`src/rtl/instr_encoder_if.sv`:
```
// Bus bundle for the instruction encoder: program-load control,
// the instruction field handshake, the memory write port and status.
interface instr_encoder_if;
    logic        start;
    logic [31:0] base_addr;

    logic        in_valid;
    logic        in_ready;
    logic [2:0]  in_fmt;
    logic [6:0]  in_opcode;
    logic [4:0]  in_rd;
    logic [4:0]  in_rs1;
    logic [4:0]  in_rs2;
    logic [2:0]  in_funct3;
    logic [6:0]  in_funct7;
    logic [31:0] in_imm;
    logic        in_last;

    logic        mem_we;
    logic [31:0] mem_addr;
    logic [31:0] mem_wdata;
    logic        busy;
    logic        done;
    logic        err;
    logic [15:0] count;

    modport master (
        output start, base_addr,
        output in_valid, in_fmt, in_opcode, in_rd, in_rs1, in_rs2,
        output in_funct3, in_funct7, in_imm, in_last,
        input  in_ready,
        input  mem_we, mem_addr, mem_wdata, busy, done, err, count
    );

    modport slave (
        input  start, base_addr,
        input  in_valid, in_fmt, in_opcode, in_rd, in_rs1, in_rs2,
        input  in_funct3, in_funct7, in_imm, in_last,
        output in_ready,
        output mem_we, mem_addr, mem_wdata, busy, done, err, count
    );
endinterface

```
`src/rtl/instr_encoder.sv`:
```
// Instruction encoder: accepts decoded RISC-V style instruction fields one
// at a time, packs them into 32-bit words and writes them to consecutive
// word addresses starting at base_addr. Immediates that cannot be encoded
// abort the program load with a sticky error flag.
module instr_encoder (
    input  logic           clk,
    input  logic           reset,
    instr_encoder_if.slave bus
);

    typedef enum logic [2:0] {
        IDLE,
        ACCEPT,
        ENCODE,
        WRITE,
        FINISH,
        FAIL
    } state_t;

    localparam logic [2:0] FMT_R = 3'd0;
    localparam logic [2:0] FMT_I = 3'd1;
    localparam logic [2:0] FMT_S = 3'd2;
    localparam logic [2:0] FMT_B = 3'd3;
    localparam logic [2:0] FMT_U = 3'd4;
    localparam logic [2:0] FMT_J = 3'd5;

    state_t      state;
    state_t      nextState;

    logic [31:0] addr;
    logic [15:0] count;
    logic        err;
    logic [31:0] memAddr;
    logic [31:0] memWdata;

    logic [2:0]  fmtQ;
    logic [6:0]  opcodeQ;
    logic [4:0]  rdQ;
    logic [4:0]  rs1Q;
    logic [4:0]  rs2Q;
    logic [2:0]  funct3Q;
    logic [6:0]  funct7Q;
    logic [31:0] immQ;
    logic        lastQ;

    logic [31:0] word;
    logic        immOk;
    logic        fits12;
    logic        fits13;
    logic        fits21;

    // An immediate fits an N-bit signed field when every bit above the
    // field's sign bit matches it (all zeros or all ones).
    assign fits12 = (&immQ[31:11]) | ~(|immQ[31:11]);
    assign fits13 = (&immQ[31:12]) | ~(|immQ[31:12]);
    assign fits21 = (&immQ[31:20]) | ~(|immQ[31:20]);

    // Pack the registered fields into an instruction word and decide whether
    // the immediate is representable for the selected format.
    always_comb begin
        word  = {25'd0, opcodeQ};
        immOk = 1'b0;
        case (fmtQ)
            FMT_R: begin
                word  = {funct7Q, rs2Q, rs1Q, funct3Q, rdQ, opcodeQ};
                immOk = 1'b1;
            end
            FMT_I: begin
                word  = {immQ[11:0], rs1Q, funct3Q, rdQ, opcodeQ};
                immOk = fits12;
            end
            FMT_S: begin
                word  = {immQ[11:5], rs2Q, rs1Q, funct3Q, immQ[4:0], opcodeQ};
                immOk = fits12;
            end
            FMT_B: begin
                word  = {immQ[12], immQ[10:5], rs2Q, rs1Q, funct3Q,
                         immQ[4:1], immQ[11], opcodeQ};
                immOk = fits13 & ~immQ[0];
            end
            FMT_U: begin
                word  = {immQ[31:12], rdQ, opcodeQ};
                immOk = ~(|immQ[11:0]);
            end
            FMT_J: begin
                word  = {immQ[20], immQ[10:1], immQ[11], immQ[19:12], rdQ, opcodeQ};
                immOk = fits21 & ~immQ[0];
            end
            default: begin
                word  = {25'd0, opcodeQ};
                immOk = 1'b0;
            end
        endcase
    end

    // State register; reset wins over every other input.
    always_ff @(posedge clk) begin
        if (reset) begin
            state <= IDLE;
        end else begin
            state <= nextState;
        end
    end

    // Sequencing: one instruction takes ACCEPT -> ENCODE -> WRITE, so the
    // write lands two cycles after its handshake.
    always_comb begin
        nextState = state;
        case (state)
            IDLE:    if (bus.start)    nextState = ACCEPT;
            ACCEPT:  if (bus.in_valid) nextState = ENCODE;
            ENCODE:  nextState = immOk ? WRITE : FAIL;
            WRITE:   nextState = lastQ ? FINISH : ACCEPT;
            FINISH:  nextState = IDLE;
            FAIL:    nextState = IDLE;
            default: nextState = IDLE;
        endcase
    end

    // Datapath: capture fields on handshake, stage the write port during
    // ENCODE so it holds its value after the write, advance addr/count after
    // each write and latch the error flag on an aborted load.
    always_ff @(posedge clk) begin
        if (reset) begin
            addr     <= '0;
            count    <= '0;
            err      <= 1'b0;
            memAddr  <= '0;
            memWdata <= '0;
            fmtQ     <= '0;
            opcodeQ  <= '0;
            rdQ      <= '0;
            rs1Q     <= '0;
            rs2Q     <= '0;
            funct3Q  <= '0;
            funct7Q  <= '0;
            immQ     <= '0;
            lastQ    <= 1'b0;
        end else begin
            case (state)
                IDLE: begin
                    if (bus.start) begin
                        addr  <= bus.base_addr;
                        count <= '0;
                        err   <= 1'b0;
                    end
                end
                ACCEPT: begin
                    if (bus.in_valid) begin
                        fmtQ    <= bus.in_fmt;
                        opcodeQ <= bus.in_opcode;
                        rdQ     <= bus.in_rd;
                        rs1Q    <= bus.in_rs1;
                        rs2Q    <= bus.in_rs2;
                        funct3Q <= bus.in_funct3;
                        funct7Q <= bus.in_funct7;
                        immQ    <= bus.in_imm;
                        lastQ   <= bus.in_last;
                    end
                end
                ENCODE: begin
                    if (immOk) begin
                        memAddr  <= addr;
                        memWdata <= word;
                    end
                end
                WRITE: begin
                    addr  <= addr + 32'd4;
                    count <= count + 16'd1;
                end
                FAIL: begin
                    err <= 1'b1;
                end
                default: begin
                end
            endcase
        end
    end

    assign bus.in_ready  = (state == ACCEPT);
    assign bus.mem_we    = (state == WRITE);
    assign bus.mem_addr  = memAddr;
    assign bus.mem_wdata = memWdata;
    assign bus.busy      = (state != IDLE);
    assign bus.done      = (state == FINISH);
    assign bus.err       = err;
    assign bus.count     = count;

endmodule

```
`src/flat_wrapper.sv`:
```
// flat-port wrapper written by rule: the top's interface ports become plain ports
module instr_encoder_flat 
  (clk, reset, bus_start, bus_base_addr, bus_in_valid, bus_in_fmt, bus_in_opcode, bus_in_rd, bus_in_rs1, bus_in_rs2, bus_in_funct3, bus_in_funct7, bus_in_imm, bus_in_last, bus_in_ready, bus_mem_we, bus_mem_addr, bus_mem_wdata, bus_busy, bus_done, bus_err, bus_count);
  instr_encoder_if bus_i ();
  input  logic clk;
  input  logic reset;
  input wire logic [$bits(bus_i.start)-1:0] bus_start;
  input wire logic [$bits(bus_i.base_addr)-1:0] bus_base_addr;
  input wire logic [$bits(bus_i.in_valid)-1:0] bus_in_valid;
  input wire logic [$bits(bus_i.in_fmt)-1:0] bus_in_fmt;
  input wire logic [$bits(bus_i.in_opcode)-1:0] bus_in_opcode;
  input wire logic [$bits(bus_i.in_rd)-1:0] bus_in_rd;
  input wire logic [$bits(bus_i.in_rs1)-1:0] bus_in_rs1;
  input wire logic [$bits(bus_i.in_rs2)-1:0] bus_in_rs2;
  input wire logic [$bits(bus_i.in_funct3)-1:0] bus_in_funct3;
  input wire logic [$bits(bus_i.in_funct7)-1:0] bus_in_funct7;
  input wire logic [$bits(bus_i.in_imm)-1:0] bus_in_imm;
  input wire logic [$bits(bus_i.in_last)-1:0] bus_in_last;
  output wire logic [$bits(bus_i.in_ready)-1:0] bus_in_ready;
  output wire logic [$bits(bus_i.mem_we)-1:0] bus_mem_we;
  output wire logic [$bits(bus_i.mem_addr)-1:0] bus_mem_addr;
  output wire logic [$bits(bus_i.mem_wdata)-1:0] bus_mem_wdata;
  output wire logic [$bits(bus_i.busy)-1:0] bus_busy;
  output wire logic [$bits(bus_i.done)-1:0] bus_done;
  output wire logic [$bits(bus_i.err)-1:0] bus_err;
  output wire logic [$bits(bus_i.count)-1:0] bus_count;
  assign bus_i.start = bus_start;
  assign bus_i.base_addr = bus_base_addr;
  assign bus_i.in_valid = bus_in_valid;
  assign bus_i.in_fmt = bus_in_fmt;
  assign bus_i.in_opcode = bus_in_opcode;
  assign bus_i.in_rd = bus_in_rd;
  assign bus_i.in_rs1 = bus_in_rs1;
  assign bus_i.in_rs2 = bus_in_rs2;
  assign bus_i.in_funct3 = bus_in_funct3;
  assign bus_i.in_funct7 = bus_in_funct7;
  assign bus_i.in_imm = bus_in_imm;
  assign bus_i.in_last = bus_in_last;
  assign bus_in_ready = bus_i.in_ready;
  assign bus_mem_we = bus_i.mem_we;
  assign bus_mem_addr = bus_i.mem_addr;
  assign bus_mem_wdata = bus_i.mem_wdata;
  assign bus_busy = bus_i.busy;
  assign bus_done = bus_i.done;
  assign bus_err = bus_i.err;
  assign bus_count = bus_i.count;
  instr_encoder u_core (.clk(clk), .reset(reset), .bus(bus_i));
endmodule
```
`config.mk`:
```
export PLATFORM = sky130hd
export DESIGN_NAME = instr_encoder_flat
export DESIGN_NICKNAME = d
export VERILOG_FILES = /design/src/rtl/instr_encoder_if.sv /design/src/rtl/instr_encoder.sv /design/src/flat_wrapper.sv
export SDC_FILE = /design/constraint.sdc
export NUM_CORES = 1
export LEC_CHECK = 0
export ABC_AREA = 0
export CORE_ASPECT_RATIO = 1.5
export CORE_MARGIN = 2
export CORE_UTILIZATION = 45
export DETAILED_ROUTE_END_ITERATION = 16
export PLACE_DENSITY = 0.73
export SETUP_SLACK_MARGIN = 0.2
export SLEW_MARGIN = 20
export SYNTH_ARGS = -nofsm -noshare
export SYNTH_HDL_FRONTEND = slang
export SYNTH_SLANG_ARGS = --single-unit
export TNS_END_PERCENT = 20
```
`constraint.sdc`:
```
create_clock -name clk -period 2.55 [get_ports clk]
set_input_delay 0.255 -clock clk [delete_from_list [all_inputs] [get_ports clk]]
set_output_delay 0.255 -clock clk [all_outputs]
set_load 0.02 [all_outputs]
```
### Yosys cells after proc, flatten, opt, wreduce, memory -nomap -nowiden

Index checks and enable logic that the tools add are counted.

* input port bits: 104
* bits in registers: 184
* logic and storage cells: 70

* reduce and logical (&&, ||, !) cells: 18
* bitwise gates (word level): 10
* equal/unequal tests: 12
* $add $sub $neg: 2
* mux-type cells: 13

Operator list (number)
* $pmux W32 S6: 1
* $pmux W32 S2: 1
* $add A32 B3 Y32 const B: 1
* $mux W32: 1
* $pmux W16 S2: 1
* $reduce_or A12 Y1: 2
* $reduce_and A21 Y1: 1
* $reduce_or A21 Y1: 1
* $reduce_and A20 Y1: 1
* $reduce_or A20 Y1: 1
* $add A16 B1 Y16 const B: 1
* $mux W16: 1
* $eq A3 B2 Y1 const B: 4
* $eq A3 B3 Y1 const B: 4
* $mux W3: 4
* $pmux W3 S4: 1
* $reduce_and A12 Y1: 1
* $reduce_and A2 Y1: 5
* $eq A3 B1 Y1 const B: 2
* $logic_not A3 Y1: 2
* $not A1 Y1: 5
* $pmux W1 S5: 1
* $ne A2 B2 Y1 const B: 2
* $reduce_bool A2 Y1: 2
* 6 further kinds: 9

### Depth between registers and ports, before layout

* depth in word-level cells: 7
* mapped depth: 9
* gate-level depth less buffers: 7

### Worst setup path after synthesis

OpenSTA, ideal clock, no wires.

* path kind: register to register
* start: reg u_core.addr[9]
* end: reg u_core.addr[26]
* buffers on the path: 2
* library setup time: 0.074 ns
* stages on the path, launching flop included: 9
* slack: 0.311 ns
* period minus slack after synthesis: 2.239 ns
* data arrival time: 2.165 ns
* cell sequence: dfxtp_1 > and3_4 > nand3_4 > or4_4 > buf_6 > or2_1 > clkbuf_2 > or3_1 > a31oi_1

* longest elaborated chain between the ends: 2

RTL lines
* start: declaration: RTL line instr_encoder.sv:30 `logic [31:0] addr;`
* start signal: assignment: RTL line instr_encoder.sv:143 `addr <= bus.base_addr;`
* start signal: assignment: RTL line instr_encoder.sv:168 `addr <= addr + 32'd4;`
* $add A32 B3 Y32: RTL line instr_encoder.sv:168
* $pmux W32 S2: RTL line instr_encoder.sv:140 `case (state)`

No other way between the ends.
A chain may end at the register's enable or synchronous reset.

### Worst setup path in the final report

* start: reg u_core.immQ[16]
* end: reg u_core.memAddr[27] (netlist: u_core.bus.mem_addr[27])

* longest elaborated chain between the ends: 6
* elaborated cells between the ends (all ways): 11

RTL lines
* start: declaration: RTL line instr_encoder.sv:43 `logic [31:0] immQ;`
* start signal: assignment: RTL line instr_encoder.sv:157 `immQ <= bus.in_imm;`
* $reduce_or A20 Y1: RTL line instr_encoder.sv:55 `assign fits13 = (&immQ[31:12]) | ~(|immQ[31:12]);`
* $not A1 Y1: RTL line instr_encoder.sv:55
* $or A1 B1 Y1: RTL line instr_encoder.sv:55
* $and A1 B1 Y1: RTL line instr_encoder.sv:79 `immOk = fits13 & ~immQ[0];`
* $pmux W1 S5 (*): RTL line instr_encoder.sv:63 `case (fmtQ)`
* $reduce_and A2 Y1 (no source line) (*)
* end signal: assignment: RTL line instr_encoder.sv:163 `memAddr <= addr;`
* end: declaration: RTL line instr_encoder.sv:33 `logic [31:0] memAddr;`

Mark *: on every way between the ends. The rest lies on a longest branch, timed or not.

==> reports/metrics.cfg <==
[run_status]
status = finished, final reports clean

[logic_synthesis]
synth_xor_area_share_pct = 0.310
synth.yosys.warnings = 0
synthDistinctLibCells = 62
yosys.area_share.adder_pct = 0.296
synth_edf_count = 0
synth_top_family_by_area = simple AND/OR/NAND/NOR gates
netlist_instances = 1032
syn_nets = 1138
synth_mux_area_share_pct = 7.17
synth_area_sq_mm = 0.00847
ys_seq_area_share_pct = 43.5
yosys.area_share.simple_pct = 24.3
synth_compound_area_share_pct = 19.7
async_reset_ff_share_pct = 0
syn_area_per_cell_sq_um = 8.20
ys_ff_latch = 184
ys.flop_type = dfxtp_1

[timing]
grt_setup_unrepaired = yes
period_needed_ns = 2.25
hold_viol = 0
relSlewSlack_pct = 31.7
fin_tns_setup_ns = 0
setup_viol = 0
worst_pin_slew_ns = 1.02
drv_slew = 0
skew_ns = 0.0120
max_freq_ghz = 0.445
fin_crit_sh_pct = 88.1

[detailed_routing]
first_iter_violations = 647
highest_layer = met4
dr_wl_met3_mm = 1.11
post_drt_via_cell_ratio = 5.48
wl_met1_mm = 9.64
ant_nets = 0
wire_per_inst_um = 16.1
drc = 0
via_count = 8011
wl_mm = 23.6
route.met2.wl_mm = 12.5
dr.pass1.iters = 7

[critical_path]
critPathBufInv = 1
cp_slowest_cell = or4_1
slowest_delay_ns = 0.58
end_kind = flip-flop
path_cells = or4_1, nor3_1, a32o_1, and3_1, a21o_4, buf_12, mux2i_1
cp_data_arrival_time_ns = 2.59
critical_path_class = reg -> reg
crit_path_start_kind = flip-flop
cp_top_family = simple AND/OR/NAND/NOR gates
worstPathRequired_ns = 2.90
crit_fanout = 18

[cts]
cts_sinks = 184
htreeDepth = 4
cts_tree = built
numCtsBuffers = 17
cts-root-buf = clkbuf_16
clockBufferDepth = 2
clkLatencyLatePin_ns = 0.42
clkTransAtPathRegs_ns = 0.07

[power_and_ir_drop]
peakVddDrop_uv = 412
p_leak_nw = 3.74
power_density_mw_per_mm2 = 588

[placed_design]
placed_area_sq_mm = 0.0106
port_buffers = 188
gp_congestion = 0.920
dp_hpwl_mm = 16.3
place_inst = 1418

[final_layout]
final_common_cell = nand2_1
drive_gt1_share_pct = 7.69
final_cells = 1461
final_cell_mix = 193 x nand2_1, 186 x clkdlybuf4s50_1, 182 x dfxtp_1, 112 x a21oi_1, 78 x nand2b_1
area_growth_pct = 34.2
utilization_pct = 61.5
antenna-diode-count = 0
design_area_sq_mm = 0.0114
nets = 1304
fillers = 1673

[global_routing]
grt_pass1_vias = 7197
antenna_found_initial = 0
grt_usage_pct = 22.7
grt_overflow = 0
grt_pass1_wl_mm = 36.1
grt_max_degree = 84

[floorplan]
start_util_pct = 45.8
die_w_um = 116
num_io_pins = 189
die_h_um = 172
num_rows = 61
dieArea_sq_mm = 0.0199
coreArea_sq_mm = 0.0185

[worst_hold_path]
hold_class = in -> reg

[job]
maxCapViolations = 0

==> cells by family (layout without fill, tap and decap cells) <==
kind of cell	count (synthesis)	count (layout)
simple gates	424	424
compound gates	264	265
flops	184	184
buf+inv	95	271
mux	60	60
xor+xnor	3	3
fa+ha+maj	2	2
==> power by group <==
part | total, mW | internal [mW] | switching, mW | leakage (nW)
clock | 2.64 | 1.50 | 1.13 | 0.281
combinational | 0.935 | 0.464 | 0.471 | 1.97
sequential | 3.11 | 2.99 | 0.117 | 1.49
==> layout make-up <==
class	count	area [sq um]	area share, %
multi-input cells	754	4430	39.0
flip-flops and latches	184	3690	32.4
repair buffers	229	2310	20.3
clock buffers	21	460	4.05
well taps	252	315	2.78
clock inverters	9	119	1.05
inverters	12	45.0	0.396
==> state kept, by name, indices dropped and copies added, names as in the netlist, 5 cells and up <==
register and flops:
u_core.bus.mem_wdata 32, u_core.opcodeQ 7, u_core.funct7Q 7, u_core.bus.count 16
u_core.rdQ 5, u_core.addr 32, u_core.bus.mem_addr 32, u_core.rs2Q 5
u_core.immQ 32, u_core.rs1Q 5
==> metal layers <==
layer  up-vias  track usage (%)
met5         -                0
met4         0             6.42
met1      3798             27.0
li1       3981                -
met2       212             41.2
met3        20             4.31
==> worst paths after layout <==
kind                            slack [ns]         startpoint  depth (start not counted)                       to
worst min register to register        0.45  u_core.funct7Q[0]                          2        u_core.funct7Q[0]
worst min-delay path                  0.14              reset                          2          u_core.addr[20]
worst max-delay path                  0.30    u_core.immQ[16]                          7  u_core.bus.mem_addr[27]
worst max register to register        0.30    u_core.immQ[16]                          7  u_core.bus.mem_addr[27]
==> synthesized netlist by cell type (2+ instances only) <==
library cell	number	area share, %
nand2_1	194	8.6
dfxtp_1	184	44
a21oi_1	112	6.6
nand2b_1	78	5.8
clkbuf_1	63	2.8
mux2i_1	55	6.5
a211oi_1	51	4.5
nor2_1	45	2.0
o21ai_0	28	1.7
nand3_1	17	1.0
nor3_1	17	1.0
a22oi_1	13	1.2
nand4_1	13	0.96
a31oi_1	12	0.89
inv_1	12	0.53
nor4_1	12	0.89
o211ai_1	11	0.98
or3_1	11	0.81
a221oi_1	10	1.0
a2bb2oi_1	9	0.93
buf_2	8	0.47
and3_1	6	0.44
and2_1	5	0.37
buf_1	5	0.22
mux2_2	5	0.67
buf_4	4	0.35
nor2b_1	4	0.30
a311oi_1	3	0.31
nor3b_1	3	0.27
a222oi_1	2	0.24
and4_1	2	0.21
ha_1	2	0.30
nand3b_1	2	0.18
o31ai_1	2	0.18
or2_2	2	0.15
or2b_1	2	0.18
or4_1	2	0.18
xor2_1	2	0.21
==> metrics by stage <==
stage / setup slack, ns / power (mW) / hold slack [ns]
finish: 0.304 / 6.68 / 0.139
CTS: 0.178 / 6.69 / 0.130
global placement: 0.275 / 4.06 / 0.441
global route: 0.177 / 6.93 / 0.144
floorplan: 0.311 / 3.66 / 0.391
detailed placement: 0.212 / 4.07 / 0.447
==> what timing repair did <==
item / 4_1_cts / 5_1_grt
cloned: 0 / 2
endpoints found under the setup margin: 4 / 60
gates resized for setup: 1 / 11
setup buffers: 0 / 11
hold buffers: 0 / 0
pin swaps: 0 / 3
(Power assumes the default switching activity.)
